===== src/rtl/uart_pkg.sv =====
`default_nettype none
// ============================================================================
// Module      : uart_pkg
// Description : Shared constants and types for the UART receive path:
//               parity mode encodings and the receiver state enumeration.
// Revision    : 1.0 - initial release
// ============================================================================
package uart_pkg;

    // Parity mode encodings for the PARITY parameter
    localparam int PARITY_NONE = 0;
    localparam int PARITY_ODD  = 1;
    localparam int PARITY_EVEN = 2;

    // Receiver frame-tracking states
    typedef enum logic [2:0] {
        S_IDLE   = 3'd0,
        S_START  = 3'd1,
        S_DATA   = 3'd2,
        S_PARITY = 3'd3,
        S_STOP   = 3'd4
    } rx_state_t;

endpackage
`default_nettype wire


===== src/rtl/sync_fifo.sv =====
`default_nettype none
// ============================================================================
// Module      : sync_fifo
// Description : Single-clock circular-buffer FIFO with registered read data.
//               A pop on an empty FIFO is ignored; a push on a full FIFO is
//               accepted only when a pop is accepted in the same cycle.
// Ports       : clk, rst        - clock, synchronous active-high reset
//               push, push_data - write strobe and word
//               pop             - read strobe
//               pop_data        - popped word, updated on accepted pop
//               pop_valid       - one-cycle pulse after an accepted pop
//               full, empty     - occupancy status
//               count           - number of stored words
// Revision    : 1.0 - initial release
// ============================================================================
module sync_fifo #(
    parameter int DATA_W = 8,
    parameter int DEPTH  = 16
) (
    input  logic                     clk,
    input  logic                     rst,
    input  logic                     push,
    input  logic [DATA_W-1:0]        push_data,
    input  logic                     pop,
    output logic [DATA_W-1:0]        pop_data,
    output logic                     pop_valid,
    output logic                     full,
    output logic                     empty,
    output logic [$clog2(DEPTH):0]   count
);

    localparam int PTR_W = $clog2(DEPTH);
    localparam logic [PTR_W:0] CNT_FULL = (PTR_W+1)'(DEPTH);

    logic [DATA_W-1:0] r_mem [DEPTH];
    logic [PTR_W-1:0]  r_wr_ptr;
    logic [PTR_W-1:0]  r_rd_ptr;
    logic [PTR_W:0]    r_count;
    logic [DATA_W-1:0] r_pop_data;
    logic              r_pop_valid;

    logic w_pop_ok;
    logic w_push_ok;

    assign empty     = (r_count == '0);
    assign full      = (r_count == CNT_FULL);
    assign count     = r_count;
    assign pop_data  = r_pop_data;
    assign pop_valid = r_pop_valid;

    assign w_pop_ok  = pop & ~empty;
    // A full FIFO still accepts a write when a read frees a slot this cycle
    assign w_push_ok = push & (~full | w_pop_ok);

    // Storage array carries no reset; only pointers and count define contents
    always_ff @(posedge clk) begin
        if (w_push_ok) begin
            r_mem[r_wr_ptr] <= push_data;
        end
    end

    always_ff @(posedge clk) begin
        if (rst) begin
            r_wr_ptr    <= '0;
            r_rd_ptr    <= '0;
            r_count     <= '0;
            r_pop_data  <= '0;
            r_pop_valid <= 1'b0;
        end else begin
            r_pop_valid <= w_pop_ok;
            if (w_push_ok) begin
                r_wr_ptr <= r_wr_ptr + PTR_W'(1);
            end
            if (w_pop_ok) begin
                r_rd_ptr   <= r_rd_ptr + PTR_W'(1);
                r_pop_data <= r_mem[r_rd_ptr];
            end
            case ({w_push_ok, w_pop_ok})
                2'b10:   r_count <= r_count + (PTR_W+1)'(1);
                2'b01:   r_count <= r_count - (PTR_W+1)'(1);
                default: r_count <= r_count;
            endcase
        end
    end

endmodule
`default_nettype wire


===== src/rtl/uart_rx_fifo.sv =====
`default_nettype none
// ============================================================================
// Module      : uart_rx_fifo
// Description : UART receiver with framing/parity validation and a receive
//               FIFO read through a strobe interface. Sticky error flags and
//               a level interrupt are exposed for the peripheral bus.
// Ports       : clk, rst          - clock, synchronous active-high reset
//               uart_in           - asynchronous serial line, idle high
//               rd_en             - pop one word (ignored when empty)
//               clr_err           - clear sticky error flags
//               rd_data, rd_valid - popped word and its one-cycle strobe
//               empty, full, count- FIFO status
//               frame_err, parity_err, overrun - sticky error flags
//               irq               - !empty | any error flag
// Revision    : 1.0 - initial release
// ============================================================================
module uart_rx_fifo
    import uart_pkg::*;
#(
    parameter int CLKS_PER_BIT = 434,
    parameter int DATA_BITS    = 8,
    parameter int PARITY       = 0,
    parameter int STOP_BITS    = 1,
    parameter int FIFO_DEPTH   = 16
) (
    input  logic                          clk,
    input  logic                          rst,
    input  logic                          uart_in,
    input  logic                          rd_en,
    input  logic                          clr_err,
    output logic [DATA_BITS-1:0]          rd_data,
    output logic                          rd_valid,
    output logic                          empty,
    output logic                          full,
    output logic [$clog2(FIFO_DEPTH):0]   count,
    output logic                          frame_err,
    output logic                          parity_err,
    output logic                          overrun,
    output logic                          irq
);

    localparam int                BAUD_W    = $clog2(CLKS_PER_BIT);
    localparam logic [BAUD_W-1:0] HALF_LAST = BAUD_W'(CLKS_PER_BIT/2 - 1);
    localparam logic [BAUD_W-1:0] FULL_LAST = BAUD_W'(CLKS_PER_BIT - 1);
    localparam logic [3:0]        DATA_LAST = 4'(DATA_BITS - 1);
    localparam logic [3:0]        STOP_LAST = 4'(STOP_BITS - 1);

    // Two-flop synchronizer, idle-high reset so no false start after reset
    logic r_sync1;
    logic r_sync2;
    logic w_rx;

    rx_state_t r_state;
    rx_state_t w_state_next;

    logic [BAUD_W-1:0]    r_baud;
    logic [3:0]           r_bit;
    logic [DATA_BITS-1:0] r_shift;
    logic                 r_par_bad;
    logic                 r_frame_bad;
    logic                 r_push_req;
    logic                 r_frame_err;
    logic                 r_parity_err;
    logic                 r_overrun;

    logic w_half_tick;
    logic w_full_tick;
    logic w_state_change;
    logic w_baud_run;
    logic w_shift_en;
    logic w_par_sample;
    logic w_stop_sample;
    logic w_stop_done;
    logic w_par_expect;
    logic w_par_mismatch;
    logic w_push;
    logic w_frame_set;
    logic w_par_set;
    logic w_ovr_set;

    always_ff @(posedge clk) begin
        if (rst) begin
            r_sync1 <= 1'b1;
            r_sync2 <= 1'b1;
        end else begin
            r_sync1 <= uart_in;
            r_sync2 <= r_sync1;
        end
    end
    assign w_rx = r_sync2;

    assign w_half_tick    = (r_baud == HALF_LAST);
    assign w_full_tick    = (r_baud == FULL_LAST);
    assign w_state_change = (w_state_next != r_state);

    // FSM state register
    always_ff @(posedge clk) begin
        if (rst) begin
            r_state <= S_IDLE;
        end else begin
            r_state <= w_state_next;
        end
    end

    // FSM next-state logic
    always_comb begin
        w_state_next = r_state;
        case (r_state)
            S_IDLE:   if (!w_rx) w_state_next = S_START;
            // Resample at mid start bit; a high line here was a glitch
            S_START:  if (w_half_tick) w_state_next = w_rx ? S_IDLE : S_DATA;
            S_DATA:   if (w_full_tick && (r_bit == DATA_LAST))
                          w_state_next = (PARITY != PARITY_NONE) ? S_PARITY : S_STOP;
            S_PARITY: if (w_full_tick) w_state_next = S_STOP;
            S_STOP:   if (w_full_tick && (r_bit == STOP_LAST)) w_state_next = S_IDLE;
            default:  w_state_next = S_IDLE;
        endcase
    end

    // FSM output decode: which sample strobes fire this cycle
    always_comb begin
        w_baud_run    = 1'b1;
        w_shift_en    = 1'b0;
        w_par_sample  = 1'b0;
        w_stop_sample = 1'b0;
        w_stop_done   = 1'b0;
        case (r_state)
            S_IDLE:   w_baud_run = 1'b0;
            S_DATA:   w_shift_en = w_full_tick;
            S_PARITY: w_par_sample = w_full_tick;
            S_STOP: begin
                w_stop_sample = w_full_tick;
                w_stop_done   = w_full_tick && (r_bit == STOP_LAST);
            end
            default: w_baud_run = 1'b1;
        endcase
    end

    assign w_par_expect   = (PARITY == PARITY_ODD) ? ~(^r_shift) : (^r_shift);
    assign w_par_mismatch = (w_rx != w_par_expect);

    // Baud counter, bit counter, shift register and per-frame error memory
    always_ff @(posedge clk) begin
        if (rst) begin
            r_baud      <= '0;
            r_bit       <= '0;
            r_shift     <= '0;
            r_par_bad   <= 1'b0;
            r_frame_bad <= 1'b0;
            r_push_req  <= 1'b0;
        end else begin
            // Word is pushed the cycle after the last stop sample, only if clean
            r_push_req <= w_stop_done & ~r_par_bad & ~r_frame_bad & w_rx;

            if (!w_baud_run || w_state_change || w_full_tick) begin
                r_baud <= '0;
            end else begin
                r_baud <= r_baud + BAUD_W'(1);
            end

            if (w_state_change) begin
                r_bit <= '0;
            end else if (w_shift_en || w_stop_sample) begin
                r_bit <= r_bit + 4'd1;
            end

            if (w_shift_en) begin
                r_shift <= {w_rx, r_shift[DATA_BITS-1:1]};
            end

            if (r_state == S_IDLE) begin
                r_par_bad   <= 1'b0;
                r_frame_bad <= 1'b0;
            end else begin
                if (w_par_sample && w_par_mismatch) r_par_bad   <= 1'b1;
                if (w_stop_sample && !w_rx)         r_frame_bad <= 1'b1;
            end
        end
    end

    // The shift register is untouched in IDLE/START, so it still holds the
    // completed word during the push cycle even if a new frame has begun.
    assign w_push      = r_push_req & (~full | rd_en);
    assign w_ovr_set   = r_push_req & full & ~rd_en;
    assign w_frame_set = w_stop_sample & ~w_rx;
    assign w_par_set   = w_par_sample & w_par_mismatch;

    // Sticky flags: a set event in the same cycle as clr_err wins
    always_ff @(posedge clk) begin
        if (rst) begin
            r_frame_err  <= 1'b0;
            r_parity_err <= 1'b0;
            r_overrun    <= 1'b0;
        end else begin
            r_frame_err  <= w_frame_set | (r_frame_err  & ~clr_err);
            r_parity_err <= w_par_set   | (r_parity_err & ~clr_err);
            r_overrun    <= w_ovr_set   | (r_overrun    & ~clr_err);
        end
    end

    assign frame_err  = r_frame_err;
    assign parity_err = r_parity_err;
    assign overrun    = r_overrun;
    assign irq        = ~empty | r_frame_err | r_parity_err | r_overrun;

    sync_fifo #(
        .DATA_W (DATA_BITS),
        .DEPTH  (FIFO_DEPTH)
    ) u_fifo (
        .clk       (clk),
        .rst       (rst),
        .push      (w_push),
        .push_data (r_shift),
        .pop       (rd_en),
        .pop_data  (rd_data),
        .pop_valid (rd_valid),
        .full      (full),
        .empty     (empty),
        .count     (count)
    );

endmodule
`default_nettype wire


===== config.mk =====
export PLATFORM = sky130hd
export DESIGN_NAME = uart_rx_fifo
export DESIGN_NICKNAME = d
export VERILOG_FILES = /design/src/rtl/uart_pkg.sv /design/src/rtl/sync_fifo.sv /design/src/rtl/uart_rx_fifo.sv
export SDC_FILE = /design/constraint.sdc
export NUM_CORES = 1
export LEC_CHECK = 0
export CORE_MARGIN = 3
export CORE_UTILIZATION = 55
export CTS_CLUSTER_DIAMETER = 200
export DETAILED_ROUTE_END_ITERATION = 12
export PLACE_DENSITY = 0.72
export SLEW_MARGIN = 20
export SYNTH_ARGS = -nofsm -noshare
export SYNTH_HDL_FRONTEND = slang
export SYNTH_HIERARCHICAL = 1
export SYNTH_SLANG_ARGS = --single-unit

===== constraint.sdc =====
create_clock -name clk -period 8.6 [get_ports clk]
set_input_delay 2.15 -clock clk [delete_from_list [all_inputs] [get_ports clk]]
set_output_delay 2.15 -clock clk [all_outputs]
set_load 0.02 [all_outputs]

==> results of run 1 <==
cells in the final DEF, fill, tap and decap left out, types with 13 or more instances in the layout:
cell type / count
edfxtp_1: 128
nor2_1: 61
dfxtp_1: 53
mux2i_1: 44
clkdlybuf4s50_1: 23
nor3_1: 20
inv_1: 19
clkbuf_16: 17
mux4_2: 16
o22ai_1: 16
nand2_1: 14
xnor2_1: 14
ha_1: 13
flip-flops by register name, summed over array words and instances, names as in the netlist, 3 cells and up:
signal and flops:
r_baud 9, r_bit 4, r_shift 8, r_state 3
u_fifo/count 5, u_fifo/pop_data 8, u_fifo/r_mem 128, u_fifo/r_rd_ptr 4
u_fifo/r_wr_ptr 4
worst reg2reg max path, cell delays in order (launching register included):
cell	delay (ns)
dfxtp_1	0.36
or4_4	0.67
nor2_1	0.21
a21boi_0	0.12
buf_4	0.19
nor2_1	0.26
inv_1	0.09
fa_1	0.40
nand2b_1	0.16
a21oi_1	0.33
mux2_2	0.39
a221oi_1	0.26
cell usage after synthesis, types with 7 or more instances:
cell,number,area share [%]
a22o_1,7,0.79
buf_2,11,0.71
clkbuf_1,7,0.34
dfxtp_1,54,14
edfxtp_1,128,49
ha_1,13,2.1
inv_1,19,0.92
mux2i_1,44,5.7
mux4_2,16,4.6
nand2_1,14,0.67
nand2b_1,9,0.72
nand3_1,10,0.64
nor2_1,61,2.9
nor3_1,21,1.3
nor4_1,12,0.96
o22ai_1,16,1.3
or3_1,9,0.72
xnor2_1,14,1.6
xor2_1,7,0.79
final timing paths:
path / endpoint / depth (start not counted) / start
hold / removal: r_sync2$_SDFF_PP1_ / 1 / r_sync1$_SDFF_PP1_
hold reg to reg: r_sync2$_SDFF_PP1_ / 1 / r_sync1$_SDFF_PP1_
setup / recovery: irq / 4 / u_fifo/count[0]$_SDFFE_PP0P_
setup reg to reg: u_fifo/count[4]$_SDFFE_PP0P_ / 11 / u_fifo/count[0]$_SDFFE_PP0P_
routing by layer:
metal / part of all wire [%] / GRT usage [%]
met5: 0 / 0
met4: 2.2 / 7.02
met3: 5.1 / 4.82
met2: 50 / 32.0
met1: 43 / 26.8
per-stage QoR:
| stage | hold slack [ns] | instance area, um^2 | cells |
|---|---|---|---|
| 4_1_cts | 0.407 | 8700 | 762 |
| 2_1_floorplan | 0.389 | 7790 | 553 |
| 3_5_place_dp | 0.392 | 8140 | 730 |
| 6_report | 0.405 | 8710 | 762 |
| 3_3_place_gp | 0.395 | 8140 | 730 |
| 5_1_grt | 0.422 | 8710 | 762 |
final cells by class:
class                   count  share of cell area (%)
clock buffers              19                    4.97
clock inverters            13                    1.48
inverters                  20                   0.862
multi-input cells         325                    30.6
flip-flops and latches    182                    56.6
well taps                 176                    2.53
repair buffers             27                    2.96
cell families after synthesis:
family	after synthesis	share of synthesized area (%)
XOR/XNOR	23	2.96
AO/OA/AOI/OAI	59	6.06
adder cells (fa/ha/maj)	14	2.35
multiplexers	65	11.3
buffers and inverters	46	2.59
flip-flops	182	63.2
AND/OR/NAND/NOR	164	11.5
power groups by stage:
stage	Clock [mW]	Sequential, mW	Combinational (mW)
floorplan	0	1.03	0.268
global placement	0	0.996	0.405
detailed placement	0	0.998	0.411
CTS	0.749	0.980	0.413
global route	0.790	0.983	0.442
finish	0.736	0.980	0.413
==> results.md, run 1 <==
* 1st-pass router iterations at 5
* CTS tree: done
* YS warnings at 6
* Min-delay worst type: register to register
* Sequential-to-total area share from yosys stat at around 63%
* First-pass GRT wire length at between 20,000 and 25,000 um
* R2r setup slk at roughly 5.1 ns
* Chip Width at 125 um
* Setup WS post-layout at 3.67 ns
* Syn Inst Count at ~550
* Slew headroom at 27.6%
* Lkg Pwr at approximately 2.8 nW
* Final core utilization at around 64%
* Mapped cell area at slightly below 8000 um^2
* Cts bufs inserted at 17
* All-Layer GR Usage at 19.9%
* Power per Cell Area at between 200 and 250 nW/um^2
* Critical path arrival at ~2.8 ns
* Nets@finish at 592
* Total gr overflow at 0
* Reg area at ~4900 um^2
* CP max stage delay at approximately 0.66 ns
* Ports at 25
* PnR Total Power at between 2 and 2.5 mW
* Max Fclk at about 200 MHz
* Pint at ~1.6 mW
* CP max FO at 9
* # fillers at between 900 and 1,000
* Slowest cell on crit path: or4_4
* Setup bufs post-CTS at 0
* Post-synthesis cell type count at 71
* Seq pwr share at between 40% and 50%
* Drt via density at a little over 6
* Routed Antenna Nets at 0
* Clk Latency, worst-skew pair at roughly 0.42 ns
* Multi-input logic area at approximately 2700 um^2
* Clock Sinks at 182
* Drc violations at 0
* Detailed Route Iter0 Violations at just under 400
* Mean Syn Cell Area at ~14 um^2
* CP Cell Sequence: or4_4, nor2_4, or4b_2, clkdlybuf4s50_1
* H-tree Lvls at 4
* RD Place Congestion at around 0.83
* Tcrit/Tclk final at ~57%
* Final setup viols at 0
* Clock-pin slew on the worst setup and hold paths at about 0.060 ns
* Wire per inst at between 15 and 20 um
* Setup TNS Final at 0 ns
* Mapped Nets at about 570
* Share of cells above drive strength 1 at between 10% and 20%
* Slew @ Worst Pin at 1.08 ns
* Post-CTS Hold Buffers at 0
* Port Buffers at 24
* CORE AREA at between 10,000 and 15,000 um^2
* Antenna cell count at 0
* EDFF count, synth at 128
* Fin. max-slew vios at 0
* # rows at 42
* Pin count of the biggest net entering global routing at 52
* Final HPWL DP at 9480 um
* WP data required at around 6.5 ns
* CP Capture Type: output port
* Initial antenna violation count at 0
* Hold Vio Cnt, Final at 0
* Clock root buffer: clkbuf_16
* Outcome: finished clean
* CP top delay family: simple AND/OR/NAND/NOR gates
* Die height at approximately 130 um
* Max VDD drop at around 0.15 mV
* CTS resizes at 0
* DR vias at about 4,600
* Place WS at roughly 3.4 ns
* Area delta synth->final at 11.8%
* Number of buffers and inverters on the critical path at 1
* CP startpoint kind: register
* Number of global-route vias before repair at 4,531
* Die area at around 16,000 um^2
* Comb power frac at between 10% and 20%
* Initial core utilization at between 50% and 60%
* Post-Route WL at 14,900 um
* Skew final at 0.00758 ns
* Min Tclk post-route at approximately 4.9 ns
* Sw power at ~560 uW
* Ys async rst share at 0%
* RSZ-0062 raised after global routing: no
* CTS max path bufs at 2
* Sw frac at 26.1%
* Worst Setup Path Type: register to output port
* Clk network pwr share at around 35%
* Max-cap check violation count at 0
* Ys flop type: edfxtp_1
* Post-synthesis register bit count at between 150 and 200
(Power assumes the default switching activity.)
==> run 2, diff against run 1 <==
==> constraint.sdc (replaced) <==
create_clock -name clk -period 4.6 [get_ports clk]
set_input_delay 1.15 -clock clk [delete_from_list [all_inputs] [get_ports clk]]
set_output_delay 1.15 -clock clk [all_outputs]
set_load 0.02 [all_outputs]
==> run 2 against run 1 <==
Compared with the run above:
- first-iteration DRC count fell by 5.1%
- die area did not move
- global-route usage down 0.19 points
- routed wire length decreased by 0.34%
- final cell count increased by 0.92%
- sequential power increased by 90%
- utilization up 0.18 points
- worst setup slack worse by 3.0 ns
- flip-flop and latch count unchanged
- final area grew 0.27%
- largest power group unchanged
- highest routed layer unchanged
==> results.md, run 2 (synthesis results as in run 1) <==
* Initial antenna violation count at 0 (unchanged)
* Initial core utilization at 57.4% (unchanged)
* H-tree Lvls at 4 (unchanged)
* Setup bufs post-CTS at 0 (unchanged)
* Post-Route WL at 14,800 um (-0.34%)
* Final core utilization at 64.4% (+0.18 points)
* All-Layer GR Usage at 19.7% (-0.19 points)
* Routed Antenna Nets at 0 (unchanged)
* Clock root buffer: clkbuf_16
* DR vias at 4,559 (-0.87%)
* Chip Width at 125 um (unchanged)
* Share of cells above drive strength 1 at 12.8% (+0.70 points)
* Antenna cell count at 0 (unchanged)
* Power per Cell Area at 450 nW/um^2 (+84%)
* Slew headroom at 34.5% (+6.9 points)
* Total gr overflow at 0 (unchanged)
* R2r setup slk at 1.12 ns (-3.95 ns)
* Terminus of the critical flop-to-flop path: u_fifo/count[4]$_SDFFE_PP0P_
* Tcrit/Tclk final at a little under nine tenths
* CP Cell Sequence: or4_4, nor2_4, or4b_2, clkdlybuf4s50_1
* Fin. max-slew vios at 0 (unchanged)
* CP max stage delay at 0.67 ns (about the same)
* CTS resizes at 0 (unchanged)
* Max Fclk at ~260 MHz
* First-pass GRT wire length at 24,100 um (-1.0%)
* Worst r2r src: u_fifo/count[0]$_SDFFE_PP0P_
* CP startpoint: u_fifo/count[0]$_SDFFE_PP0P_
* Final setup viols at 0 (unchanged)
* Critical path arrival at 2.77 ns (about the same)
* Pin count of the biggest net entering global routing at 48 (-7.7%)
* Min-delay worst type: register to register
* Max-cap check violation count at 0 (unchanged)
* Wire per inst at 19.3 um (-1.2%)
* Drt via density at 5.93 (-1.8%)
* Max VDD drop at 0.241 mV (+59%)
* Cts bufs inserted at 17 (unchanged)
* Critical Path End: irq
* Ports at 25 (unchanged)
* Worst r2r path cells at 11 (unchanged)
* Number of global-route vias before repair at 4,526 (-0.11%)
* CTS max path bufs at 2 (unchanged)
* Number of buffers and inverters on the critical path at 1 (unchanged)
* Detailed Route Iter0 Violations at 373 (-5.1%)
* # fillers at 976 (-1.9%)
* CTS tree: done
* Slew @ Worst Pin at 0.983 ns (-0.0957 ns)
* WP data required at 3.45 ns (-3.00 ns)
* Skew final at 0.00803 ns (+0.000454 ns)
* Min Tclk post-route at just under 4 ns
* 1st-pass router iterations at 5 (unchanged)
* Clk Latency, worst-skew pair at 0.41 ns (about the same)
* Lkg Pwr at 2.81 nW (+0.97%)
* CP max FO at 9 (unchanged)
* Port Buffers at 24 (unchanged)
* Reg with most FFs: u_fifo/r_mem
* Final HPWL DP at 9720 um (+2.5%)
* Die height at 125 um (unchanged)
* Area delta synth->final at 12.1%
* Post-CTS Hold Buffers at 0 (unchanged)
* CORE AREA at 13,600 um^2 (unchanged)
* Slowest cell on crit path: or4_4
* # rows at 42 (unchanged)
* RSZ-0062 raised after global routing: no
* Drc violations at 0 (unchanged)
* Critical Path Stages at 4 (unchanged)
* CP startpoint kind: register
* Most frequent cells in the layout: edfxtp_1, nor2_1, dfxtp_1, mux2i_1, clkdlybuf4s50_1
* CP Capture Type: output port
* RD Place Congestion at 0.844 (+1.3%)
* Largest regs: u_fifo/r_mem: 128 flops, r_baud: 9 flops
* Commonest non-fill, non-tap cell in the layout: edfxtp_1
* Setup TNS Final at 0 ns (unchanged)
* Fin Hold WS at 0.410 ns (+0.00508 ns)
* Max reg flops at 128 (unchanged)
* Worst Setup Path Type: register to output port
* CP top delay family: simple AND/OR/NAND/NOR gates
* Clock Sinks at 182 (unchanged)
* Outcome: finished clean
* Nets@finish at 599 (+1.2%)
* Clock-pin slew on the worst setup and hold paths at 0.06 ns (about the same)
* Die area at 15,600 um^2 (unchanged)
* Hold Vio Cnt, Final at 0 (unchanged)
## run 2: cell count changes in the layout (fill, tap and decap cells not counted), sizes merged
| cell | change |
|---|---|
| inv | -3 |
| bufinv | -1 |
| clkbuf | +3 |
| clkinv | +3 |
| buf | +7 |
| clkinvlp | -2 |
## run 2: final cells by class
class                   count  area [um^2]  share of cell area [%]
well taps                 176          220                    2.52
clock buffers              22          454                    5.20
repair buffers             34          310                    3.55
flip-flops and latches    182         4930                    56.4
inverters                  20         75.1                   0.860
clock inverters            10         82.6                   0.946
multi-input cells         325         2660                    30.5
## run 2: where the power goes
part	internal, mW	switching, mW
clock network	0.754	0.566
registers	1.79	0.0793
logic	0.359	0.382
## run 2: stage by stage
stage | instances | instance area [um^2] | total power [mW] | setup slack [ns]
5_1_grt | 769 | 8730 | 4.09 | 0.603
4_1_cts | 769 | 8730 | 3.96 | 0.650
3_5_place_dp | 737 | 8190 | 2.64 | 0.578
2_1_floorplan | 553 | 7790 | 2.42 | 1.05
3_3_place_gp | 737 | 8190 | 2.62 | 0.699
6_report | 769 | 8730 | 3.93 | 0.684
## run 2: worst min path at each step
| stage | start | end | slack, ns | cells after the start |
|---|---|---|---|---|
| 3_5_place_dp | r_sync1$_SDFF_PP1_ | r_sync2$_SDFF_PP1_ | 0.40 | 1 |
| 4_1_cts | r_sync1$_SDFF_PP1_ | r_sync2$_SDFF_PP1_ | 0.41 | 1 |
| 6_report | r_sync1$_SDFF_PP1_ | r_sync2$_SDFF_PP1_ | 0.41 | 1 |
| 3_3_place_gp | r_sync1$_SDFF_PP1_ | r_sync2$_SDFF_PP1_ | 0.39 | 1 |
| 2_1_floorplan | r_sync1$_SDFF_PP1_ | r_sync2$_SDFF_PP1_ | 0.39 | 1 |
| 5_1_grt | r_sync1$_SDFF_PP1_ | r_sync2$_SDFF_PP1_ | 0.44 | 1 |
## run 2: worst reg2reg max path: stages (launching register included)
cell,delay (ns)
dfxtp_1,0.36
or4_4,0.67
nor2_1,0.20
a21boi_0,0.12
buf_4,0.19
nor2_1,0.27
inv_1,0.10
fa_1,0.40
nand2b_1,0.16
a21oi_1,0.30
mux2_2,0.38
a221oi_1,0.24
## run 2: metal layers
metal	vias to the layer above	GRT usage, %	share of wire [%]
li1	2146	-	-
met1	2296	27.5	45
met2	102	31.7	50
met3	15	4.65	4.0
met4	0	4.97	1.1
met5	-	0	0
==> run 3, diff against run 2 <==
--- a/config.mk
+++ b/config.mk
@@ -10,7 +10,7 @@
 export CTS_CLUSTER_DIAMETER = 200
 export DETAILED_ROUTE_END_ITERATION = 12
 export PLACE_DENSITY = 0.72
-export SLEW_MARGIN = 20
+export SKIP_CTS_REPAIR_TIMING = 1
 export SYNTH_ARGS = -nofsm -noshare
 export SYNTH_HDL_FRONTEND = slang
 export SYNTH_HIERARCHICAL = 1
==> run 3 against run 2 <==
Compared with the run above:
- sequential share of layout area barely moved
- non-clock buffer count is the same
- register-to-register slack barely moved
- via count unchanged
- hold slack is the same
- first-iteration DRC count stayed put
- largest cell class unchanged
==> results.md, run 3 (synthesis results as in run 1) <==
* Outcome: finished clean
* Pin count of the biggest net entering global routing at 48 (unchanged)
* Drc violations at 0 (unchanged)
* CP max FO at 9 (unchanged)
* CTS max path bufs at 2 (unchanged)
* Min Tclk post-route at 3.92 ns (unchanged)
* CP max stage delay at 0.67 ns (about the same)
* Worst r2r src: u_fifo/count[0]$_SDFFE_PP0P_
* Terminus of the critical flop-to-flop path: u_fifo/count[4]$_SDFFE_PP0P_
* Area delta synth->final at 12.1% (about the same)
* Setup WS post-layout at 0.684 ns (unchanged)
* Largest regs: u_fifo/r_mem: 128 flops, r_baud: 9 flops
* Fin Hold WS at 0.410 ns (unchanged)
* Routed Antenna Nets at 0 (unchanged)
* Clock root buffer: clkbuf_16
* Initial antenna violation count at 0 (unchanged)
* Worst Setup Path Type: register to output port
* Final Instance Area at 8730 um^2 (about the same)
* Slew @ Worst Pin at 1.11 ns (+0.127 ns)
* Max layer used: met4
* RSZ-0062 raised after global routing: no
* Critical path arrival at 2.77 ns (about the same)
* Max VDD drop at 0.241 mV (about the same)
* Metal2 WL at 7380 um (unchanged)
* Reg with most FFs: u_fifo/r_mem
* Commonest non-fill, non-tap cell in the layout: edfxtp_1
* Total gr overflow at 0 (unchanged)
* R2r setup slk at 1.12 ns (about the same)
* Cts bufs inserted at 17 (unchanged)
* # rows at 42 (unchanged)
* Skew final at 0.00803 ns (unchanged)
* CORE AREA at 13,600 um^2 (unchanged)
* Slew headroom at 26.0% (-8.5 points)
* Min-delay worst type: register to register
* Setup TNS Final at 0 ns (unchanged)
* Max-cap check violation count at 0 (unchanged)
* Hold Vio Cnt, Final at 0 (unchanged)
* Die area at 15,600 um^2 (unchanged)
* Ports at 25 (unchanged)
* All-Layer GR Usage at 19.7% (unchanged)
* Share of cells above drive strength 1 at 12.6% (-0.17 points)
* Nets@finish at 599 (unchanged)
* CP startpoint: u_fifo/count[0]$_SDFFE_PP0P_
* Post-Route M1 WL at 6690 um (unchanged)
* Die height at 125 um (unchanged)
* Clock-pin slew on the worst setup and hold paths at 0.06 ns (about the same)
* Number of global-route vias before repair at 4,526 (unchanged)
* Drt via density at 5.93 (unchanged)
* Clock Sinks at 182 (unchanged)
* Slowest cell on crit path: or4_4
* CP Cell Sequence: or4_4, nor2_4, or4b_2, clkdlybuf4s50_1
* Initial core utilization at 57.4% (unchanged)
* Wire per inst at 19.3 um (unchanged)
* H-tree Lvls at 4 (unchanged)
* RD Place Congestion at 0.844 (unchanged)
* Post-Route WL at 14,800 um (unchanged)
* CP startpoint kind: register
* Place WS at 0.578 ns (unchanged)
* Power per Cell Area at 450 nW/um^2 (about the same)
* DR vias at 4,559 (unchanged)
* CP Capture Type: output port
* Worst r2r path cells at 11 (unchanged)
* First-pass GRT wire length at 24,100 um (unchanged)
* Fin. max-slew vios at 0 (unchanged)
* Tcrit/Tclk final at 85.1% (unchanged)
* Max reg flops at 128 (unchanged)
* WL met3 at 597 um (unchanged)
* Most frequent cells in the layout: edfxtp_1, nor2_1, dfxtp_1, mux2i_1, clkdlybuf4s50_1
* Antenna cell count at 0 (unchanged)
* 1st-pass router iterations at 5 (unchanged)
* Post-DP Area at 8190 um^2 (unchanged)
* Detailed Route Iter0 Violations at 373 (unchanged)
* Clk Latency, worst-skew pair at 0.41 ns (about the same)
* WP data required at 3.45 ns (about the same)
* Max Fclk at 255 MHz (unchanged)
* Port Buffers at 24 (unchanged)
* Chip Width at 125 um (unchanged)
* Lkg Pwr at 2.80 nW (about the same)
* CTS tree: done
* Critical Path End: irq
* Final setup viols at 0 (unchanged)
* # fillers at 976 (unchanged)
* Final HPWL DP at 9720 um (unchanged)
## run 3: changes by cell type in the layout (fill, tap and decap cells not counted)
| cell | change |
|---|---|
| dfxtp_1 | +1 |
| dfxtp_2 | -1 |
## run 3: power breakdown
part,total (mW),switching (mW),internal (mW)
registers,1.86,0.0793,1.78
clock network,1.32,0.566,0.754
logic,0.742,0.382,0.360
total,3.93,1.03,2.90
## run 3: layout make-up
type,count,area (um^2),area share (%)
repair buffers,34,310,3.55
well taps,176,220,2.52
clock buffers,22,454,5.20
multi-input cells,325,2660,30.5
flip-flops and latches,182,4930,56.4
clock inverters,10,82.6,0.946
inverters,20,75.1,0.860
## run 3: worst max-delay path: cells and delay by family (launching register included)
family,cells,cell delay (ns)
AND/OR/NAND/NOR,3,1.43
flip-flops,1,0.36
buffers and inverters,1,0.55
## run 3: worst min path at each step
stage,endpoint,cells past startpoint,start
after floorplan,r_sync2$_SDFF_PP1_,1,r_sync1$_SDFF_PP1_
after global placement,r_sync2$_SDFF_PP1_,1,r_sync1$_SDFF_PP1_
after detailed placement,r_sync2$_SDFF_PP1_,1,r_sync1$_SDFF_PP1_
after CTS,r_sync2$_SDFF_PP1_,1,r_sync1$_SDFF_PP1_
after global routing,r_sync2$_SDFF_PP1_,1,r_sync1$_SDFF_PP1_
final,r_sync2$_SDFF_PP1_,1,r_sync1$_SDFF_PP1_
## run 3: stage by stage
step | utilization (%) | instances | power [mW]
3_5_place_dp | 60.4 | 737 | 2.64
5_1_grt | 64.4 | 769 | 4.09
4_1_cts | 64.4 | 769 | 3.96
2_1_floorplan | - | 553 | 2.42
6_report | 64.4 | 769 | 3.93
3_3_place_gp | 60.4 | 737 | 2.62
## run 3: metal layers
| layer | global-route usage, % | vias up |
|---|---|---|
| met5 | 0 | - |
| met4 | 4.97 | 0 |
| met3 | 4.65 | 15 |
| met2 | 31.7 | 102 |
| met1 | 27.5 | 2296 |
| li1 | - | 2146 |
